File: config.mk
export PLATFORM = sky130hd
export DESIGN_NAME = decode_stage
export DESIGN_NICKNAME = d
export VERILOG_FILES = /design/src/rtl/decode_stage.sv
export SDC_FILE = /design/constraint.sdc
export NUM_CORES = 1
export LEC_CHECK = 0
export CAP_MARGIN = 20
export CORE_ASPECT_RATIO = 0.7
export CORE_UTILIZATION = 56
export DETAILED_ROUTE_END_ITERATION = 10
export PLACE_DENSITY = 0.93
export REMOVE_ABC_BUFFERS = 1
export SYNTH_ARGS = -nofsm -noshare
export SYNTH_HDL_FRONTEND = slang
export SYNTH_SLANG_ARGS = --single-unit
File: constraint.sdc
create_clock -name CLK -period 5 [get_ports CLK]
set_input_delay 1.5 -clock CLK [delete_from_list [all_inputs] [get_ports CLK]]
set_output_delay 1.5 -clock CLK [all_outputs]
set_load 0.005 [all_outputs]
File: src/rtl/decode_stage.sv
// decode_stage: RV32/RV64 instruction decode with a two-entry output buffer.
//
// Each instruction is decoded in the cycle it is accepted. The decoded entry
// lands in a main/skid register pair, so the stage can take one extra
// instruction after the downstream stalls. Entries leave in FIFO order.
//
// Parameters: XLEN (32 or 64) sets the immediate width; PC_W sets the width of
//             the PC that travels with each entry.
// Ports:      CLK, RST (synchronous, active-high), FLUSH (drop all entries)
//             IN_VALID/IN_READY/IN_INSTR/IN_PC   upstream handshake and payload
//             OUT_VALID/OUT_READY                downstream handshake
//             OUT_PC, OUT_RS1/RS2/RD, OUT_IMM, OUT_CTRL, OUT_MULDIV, OUT_ILLEGAL
// OUT_CTRL = {JUMP, BR_TYPE[2:0], BRANCH, IMM_SEL[2:0], SIGN, BYTE_SEL[1:0],
//             MEM_READ, MEM_WRITE, REG_WRITE, ALU_FUN[3:0], SRC_B_SEL[1:0],
//             SRC_A_SEL, RF_SEL[1:0]}
// Build option: define DECODE_STAGE_MEXT_EN to decode the M extension
//               (OP with funct7=0000001); otherwise those encodings are illegal.
//
// state | meaning
// EMPTY | no entry held; OUT_VALID low
// ONE   | main register holds the head entry
// FULL  | main holds the head, skid holds the next; IN_READY low

module decode_stage #(
  parameter int XLEN = 32,
  parameter int PC_W = 32
) (
  input  logic            CLK,
  input  logic            RST,
  input  logic            FLUSH,
  input  logic            IN_VALID,
  output logic            IN_READY,
  input  logic [31:0]     IN_INSTR,
  input  logic [PC_W-1:0] IN_PC,
  output logic            OUT_VALID,
  input  logic            OUT_READY,
  output logic [PC_W-1:0] OUT_PC,
  output logic [4:0]      OUT_RS1,
  output logic [4:0]      OUT_RS2,
  output logic [4:0]      OUT_RD,
  output logic [XLEN-1:0] OUT_IMM,
  output logic [22:0]     OUT_CTRL,
  output logic            OUT_MULDIV,
  output logic            OUT_ILLEGAL
);

`ifdef DECODE_STAGE_MEXT_EN
  localparam bit MEXT = 1'b1;
`else
  localparam bit MEXT = 1'b0;
`endif

  localparam logic [6:0] OPC_LUI    = 7'b0110111;
  localparam logic [6:0] OPC_AUIPC  = 7'b0010111;
  localparam logic [6:0] OPC_JAL    = 7'b1101111;
  localparam logic [6:0] OPC_JALR   = 7'b1100111;
  localparam logic [6:0] OPC_BRANCH = 7'b1100011;
  localparam logic [6:0] OPC_LOAD   = 7'b0000011;
  localparam logic [6:0] OPC_STORE  = 7'b0100011;
  localparam logic [6:0] OPC_OPIMM  = 7'b0010011;
  localparam logic [6:0] OPC_OP     = 7'b0110011;

  typedef enum logic [1:0] {EMPTY, ONE, FULL} state_t;

  typedef struct packed {
    logic [PC_W-1:0] pc;
    logic [4:0]      rs1;
    logic [4:0]      rs2;
    logic [4:0]      rd;
    logic [XLEN-1:0] imm;
    logic [22:0]     ctrl;
    logic            muldiv;
    logic            illegal;
  } entry_t;

  logic [6:0] opcode;
  logic [2:0] f3;
  logic [6:0] f7;
  assign opcode = IN_INSTR[6:0];
  assign f3     = IN_INSTR[14:12];
  assign f7     = IN_INSTR[31:25];

  // ---------------------------------------------------------------- decode
  logic       jump, branch, sign, mem_read, mem_write, reg_write, src_a_sel;
  logic       muldiv, illegal, sh_zero, sh_arith;
  logic [2:0] br_type, imm_sel;
  logic [1:0] byte_sel, src_b_sel, rf_sel;
  logic [3:0] alu_fun;
  entry_t     dec;

  always_comb begin
    jump = 1'b0; branch = 1'b0; sign = 1'b0; mem_read = 1'b0;
    mem_write = 1'b0; reg_write = 1'b0; src_a_sel = 1'b0;
    muldiv = 1'b0; illegal = 1'b0;
    br_type = 3'b000; imm_sel = 3'b000; byte_sel = 2'b00;
    src_b_sel = 2'b00; rf_sel = 2'b00; alu_fun = 4'b0000;
    dec = '0;

    // Shift-immediate funct field: RV64 uses a 6-bit shamt, so only [31:26]
    // qualifies the op there; on RV32 instr[25] must also be clear.
    if (XLEN == 64) begin
      sh_zero  = (IN_INSTR[31:26] == 6'b000000);
      sh_arith = (IN_INSTR[31:26] == 6'b010000);
    end else begin
      sh_zero  = (f7 == 7'b0000000);
      sh_arith = (f7 == 7'b0100000);
    end

    case (opcode)
      OPC_LUI: begin
        alu_fun = 4'b1001; src_a_sel = 1'b1; rf_sel = 2'b11;
        imm_sel = 3'b011; reg_write = 1'b1;
        dec.imm = XLEN'($signed({IN_INSTR[31:12], 12'h000}));
      end
      OPC_AUIPC: begin
        src_a_sel = 1'b1; src_b_sel = 2'b10; rf_sel = 2'b11; reg_write = 1'b1;
        dec.imm = XLEN'($signed({IN_INSTR[31:12], 12'h000}));
      end
      OPC_JAL: begin
        imm_sel = 3'b100; jump = 1'b1; reg_write = 1'b1;
        dec.imm = XLEN'($signed({IN_INSTR[31], IN_INSTR[19:12], IN_INSTR[20],
                                 IN_INSTR[30:21], 1'b0}));
      end
      OPC_JALR: begin
        src_b_sel = 2'b01; jump = 1'b1; reg_write = 1'b1;
        illegal = (f3 != 3'b000);
        dec.imm = XLEN'($signed(IN_INSTR[31:20]));
      end
      OPC_LOAD: begin
        mem_read = 1'b1; reg_write = 1'b1; rf_sel = 2'b10; src_b_sel = 2'b01;
        byte_sel = f3[1:0];
        sign     = ~f3[2];
        illegal  = (f3 == 3'b011) || (f3 == 3'b110) || (f3 == 3'b111);
        dec.imm  = XLEN'($signed(IN_INSTR[31:20]));
      end
      OPC_STORE: begin
        mem_write = 1'b1; src_b_sel = 2'b01; imm_sel = 3'b001;
        byte_sel = f3[1:0];
        illegal  = (f3 >= 3'b011);
        dec.imm  = XLEN'($signed({IN_INSTR[31:25], IN_INSTR[11:7]}));
      end
      OPC_BRANCH: begin
        branch = 1'b1; imm_sel = 3'b010;
        // 000,001 map straight through; 100..111 pack down to 010..101
        br_type = f3[2] ? (f3 - 3'd2) : f3;
        illegal = (f3 == 3'b010) || (f3 == 3'b011);
        dec.imm = XLEN'($signed({IN_INSTR[31], IN_INSTR[7], IN_INSTR[30:25],
                                 IN_INSTR[11:8], 1'b0}));
      end
      OPC_OPIMM: begin
        alu_fun = {IN_INSTR[30] & (f3 == 3'b101), f3};
        src_b_sel = 2'b01; rf_sel = 2'b11; reg_write = 1'b1;
        if (f3 == 3'b001) illegal = ~sh_zero;
        if (f3 == 3'b101) illegal = ~(sh_zero | sh_arith);
        dec.imm = XLEN'($signed(IN_INSTR[31:20]));
      end
      OPC_OP: begin
        rf_sel = 2'b11; reg_write = 1'b1;
        alu_fun = {IN_INSTR[30], f3};
        if (f7 == 7'b0100000) begin
          illegal = (f3 != 3'b000) && (f3 != 3'b101);
        end else if (f7 == 7'b0000001) begin
          muldiv  = MEXT;
          illegal = ~MEXT;
          alu_fun = {1'b0, f3};
        end else if (f7 != 7'b0000000) begin
          illegal = 1'b1;
        end
      end
      default: illegal = 1'b1;
    endcase

    dec.pc      = IN_PC;
    dec.rs1     = IN_INSTR[19:15];
    dec.rs2     = IN_INSTR[24:20];
    dec.rd      = IN_INSTR[11:7];
    dec.illegal = illegal;
    dec.muldiv  = illegal ? 1'b0 : muldiv;
    dec.ctrl    = illegal ? 23'd0 :
                  {jump, br_type, branch, imm_sel, sign, byte_sel, mem_read,
                   mem_write, reg_write, alu_fun, src_b_sel, src_a_sel, rf_sel};
  end

  // ---------------------------------------------------------------- buffer
  state_t state_q, state_d;
  entry_t main_q, main_d, skid_q, skid_d;
  logic   in_ready_q, in_ready_d, out_valid_q, out_valid_d;
  logic   accept, pop;

  assign accept = IN_VALID && in_ready_q;
  assign pop    = out_valid_q && OUT_READY;

  always_comb begin
    state_d = state_q;
    main_d  = main_q;
    skid_d  = skid_q;
    case (state_q)
      EMPTY: if (accept) begin main_d = dec; state_d = ONE; end
      ONE: begin
        if (accept && pop)    main_d = dec;
        else if (accept) begin skid_d = dec; state_d = FULL; end
        else if (pop)          state_d = EMPTY;
      end
      FULL: if (pop) begin main_d = skid_q; state_d = ONE; end
      default: state_d = EMPTY;
    endcase
    if (FLUSH) state_d = EMPTY;
    in_ready_d  = (state_d != FULL);
    out_valid_d = (state_d != EMPTY);
  end

  always_ff @(posedge CLK) begin
    if (RST) begin
      state_q     <= EMPTY;
      main_q      <= '0;
      skid_q      <= '0;
      in_ready_q  <= 1'b0;
      out_valid_q <= 1'b0;
    end else begin
      state_q     <= state_d;
      main_q      <= main_d;
      skid_q      <= skid_d;
      in_ready_q  <= in_ready_d;
      out_valid_q <= out_valid_d;
    end
  end

  assign IN_READY    = in_ready_q;
  assign OUT_VALID   = out_valid_q;
  assign OUT_PC      = main_q.pc;
  assign OUT_RS1     = main_q.rs1;
  assign OUT_RS2     = main_q.rs2;
  assign OUT_RD      = main_q.rd;
  assign OUT_IMM     = main_q.imm;
  assign OUT_CTRL    = main_q.ctrl;
  assign OUT_MULDIV  = main_q.muldiv;
  assign OUT_ILLEGAL = main_q.illegal;

endmodule
==> out/metrics.csv <==
metric,value,unit
rsz0062_at_grt,no,
cts_made_buffers,21,
holdWs,456,ps
dpl-instance-area,10800,µm²
clk_latency,500,ps
worst_slew_pin_slew,1140,ps
avgSynthCellArea,8.01,µm²
syn_inst,1124,
syn_to_final_growth,28.1,%
cp.required,5350,ps
register_area,4200,µm²
p_leak,3.99,nW
power.internal,3.04,mW
switchingPower,912,µW
synth_edf_count,0,
fin_ws,1380,ps
ctsHoldBuffers,0,
initial_core_util,0.577,
dp.cells,1411,
wl_per_cell,18.4,µm
crit_slowest_cell,clkdlybuf4s50_1,
async_flop_share,0,
htreeDepth,1,
peakVddDrop,0.236,mV
period_share,0.725,
design.die.area,16600,µm²
worstPathMaxFanout,13,
fin_crit,3620,ps
yosysWarnings,0,
finalMaxSlewViolations,0,
max_stage_delay,680,ps
criticalPathCategory,in2reg,
die_x,154,µm
clock_sinks,210,
fin_util,0.739,
seq_area_frac_synth,0.467,
diodes,0,
antenna_left,0,
tritoncts,yes,
gp_congestion,0.930,
final_cell_area,11500,µm²
fmax,276,MHz
grt_max_degree,96,
fillerInstances,1167,
clock_tree.buffer_depth,3,
grt_pass1_wl,42100,µm
fin_nets,1305,
cts_root_buf,clkbuf_16,
route.detailed.drc,0,
p_clk_frac,0.448,
seqPwrFrac,0.447,
power,3.95,mW
post_cts_buffers,0,
gr-total-overflow,0,
pre_cts_slack,910,ps
wl,26600,µm
maxCapViolCount,0,
grt_use_total,0.312,
drtIter0Drc,977,
power.density,343,nW/µm²
power_frac_comb,0.105,
fin_skew,14.5,ps
finalHoldViolations,0,
rows,38,
synth_ff_type,dfxtp_1,
cp-start-kind,primary input,
syn-cell-area,9000,µm²
instances_no_fill,1448,
ioPinCount,175,
firstDrtPassIters,5,
antenna_found_initial,0,
arrival,3970,ps
status,"complete, no violations",
drive_gt1_frac,0.0641,
clk_pin_slew,60,ps
holdCritPathClass,reg2reg,
cts_resized,0,
max-slew-margin-rel,0.242,
ys_ff_latch,210,
viasPerCell,6.19,
dpl.hpwl,16800,µm
core_area,15600,µm²
final.setup.tns,0,ps
swShare,0.231,
cp-end-kind,register,
final_cell_mix,"255 x nand2_1, 210 x dfxtp_1, 172 x clkdlybuf4s50_1",
crit_chain,clkdlybuf4s50_1 > o211a_1 > o311a_1 > a311oi_2 > buf_4 > o21a_1 > a311oi_2,
via_count,8968,
mostFrequentLayoutCell,nand2_1,
multiInputGateArea,4360,µm²
chipHeight,108,µm
port_buffers,173,
final-setup-viol-count,0,
yosys.cell_types.count,68,
cp_common_cell,a311oi_2,
grt_pass1_vias,8140,
[critical path: cells and delay by family]
| kind | cells | cell delay [ps] |
|---|---|---|
| AO/OA/AOI/OAI | 5 | 1530 |
| buffers and inverters | 2 | 930 |
[per-layer routing]
layer | vias to the layer above | GRT usage | part of all wire
met2 | 464 | 0.496 | 0.44
met5 | - | 0 | 0
li1 | 4210 | - | -
met4 | 0 | 0.0579 | 0.012
met3 | 40 | 0.0601 | 0.095
met1 | 4254 | 0.443 | 0.45
[worst paths after layout]
kind	from	end	slack, ps	cells past startpoint
hold reg to reg	skid_q[4]	skid_q[4]	460	2
setup / recovery	IN_INSTR[14]	skid_q[0]	1380	7
setup reg to reg	state_q[0]	OUT_PC[9]	2170	6
hold / removal	skid_q[4]	skid_q[4]	460	2
[power groups by stage]
stage | registers, mW | clock network [mW] | logic (mW)
finish | 1.77 | 1.77 | 0.417
global route | 1.77 | 1.85 | 0.449
CTS | 1.77 | 1.78 | 0.412
detailed placement | 1.80 | 0 | 0.409
global placement | 1.80 | 0 | 0.401
floorplan | 1.80 | 0 | 0.155
[registers in the layout, indices dropped and copies added, names as in the netlist]
signal	count
OUT_PC	32
OUT_RS1	5
OUT_ILLEGAL	1
skid_q	103
OUT_CTRL	23
state_q	2
OUT_IMM	32
OUT_RS2	5
OUT_RD	5
IN_READY	1
OUT_VALID	1
[cell type report]
class / count / share of cell area
tap: 200 / 0.0217
inverter: 6 / 0.00195
clock buffer: 29 / 0.0525
multi-input combinational: 801 / 0.378
clock inverter: 8 / 0.0150
sequential: 210 / 0.365
timing repair buffer: 194 / 0.166
[cell usage after synthesis (all sizes together), types with 3 or more instances]
library cell	n	area share
buf	38	0.023
a311oi	52	0.052
nor3	17	0.010
clkbuf	69	0.029
or3	14	0.0097
o31ai	15	0.013
nand2	257	0.11
inv	6	0.0025
dfxtp	210	0.47
o2bb2ai	3	0.0036
o22ai	8	0.0056
a221oi	20	0.019
o211ai	6	0.0050
o21ai	67	0.039
a21oi	123	0.069
and3b	3	0.0029
a211oi	16	0.013
nand2b	7	0.0051
and3	3	0.0021
nor4	3	0.0021
nand4	5	0.0035
a2bb2oi	6	0.0065
nor2	100	0.042
nand3	30	0.017
a32o	4	0.0044
or4	3	0.0025
[cell families after synthesis]
logic type / count (synthesis) / synth area share
AOI/OAI and AO/OA: 342 / 0.252
xor gates and xnor gates: 1 / 0.000973
adders and majority gates: 2 / 0.00278
buffers and inverters: 113 / 0.0544
DFF: 210 / 0.467
muxes: 1 / 0.00125
other: 1 / 0.000417
and+or+nand+nor: 454 / 0.221
Power figures use the tool's default switching activity.
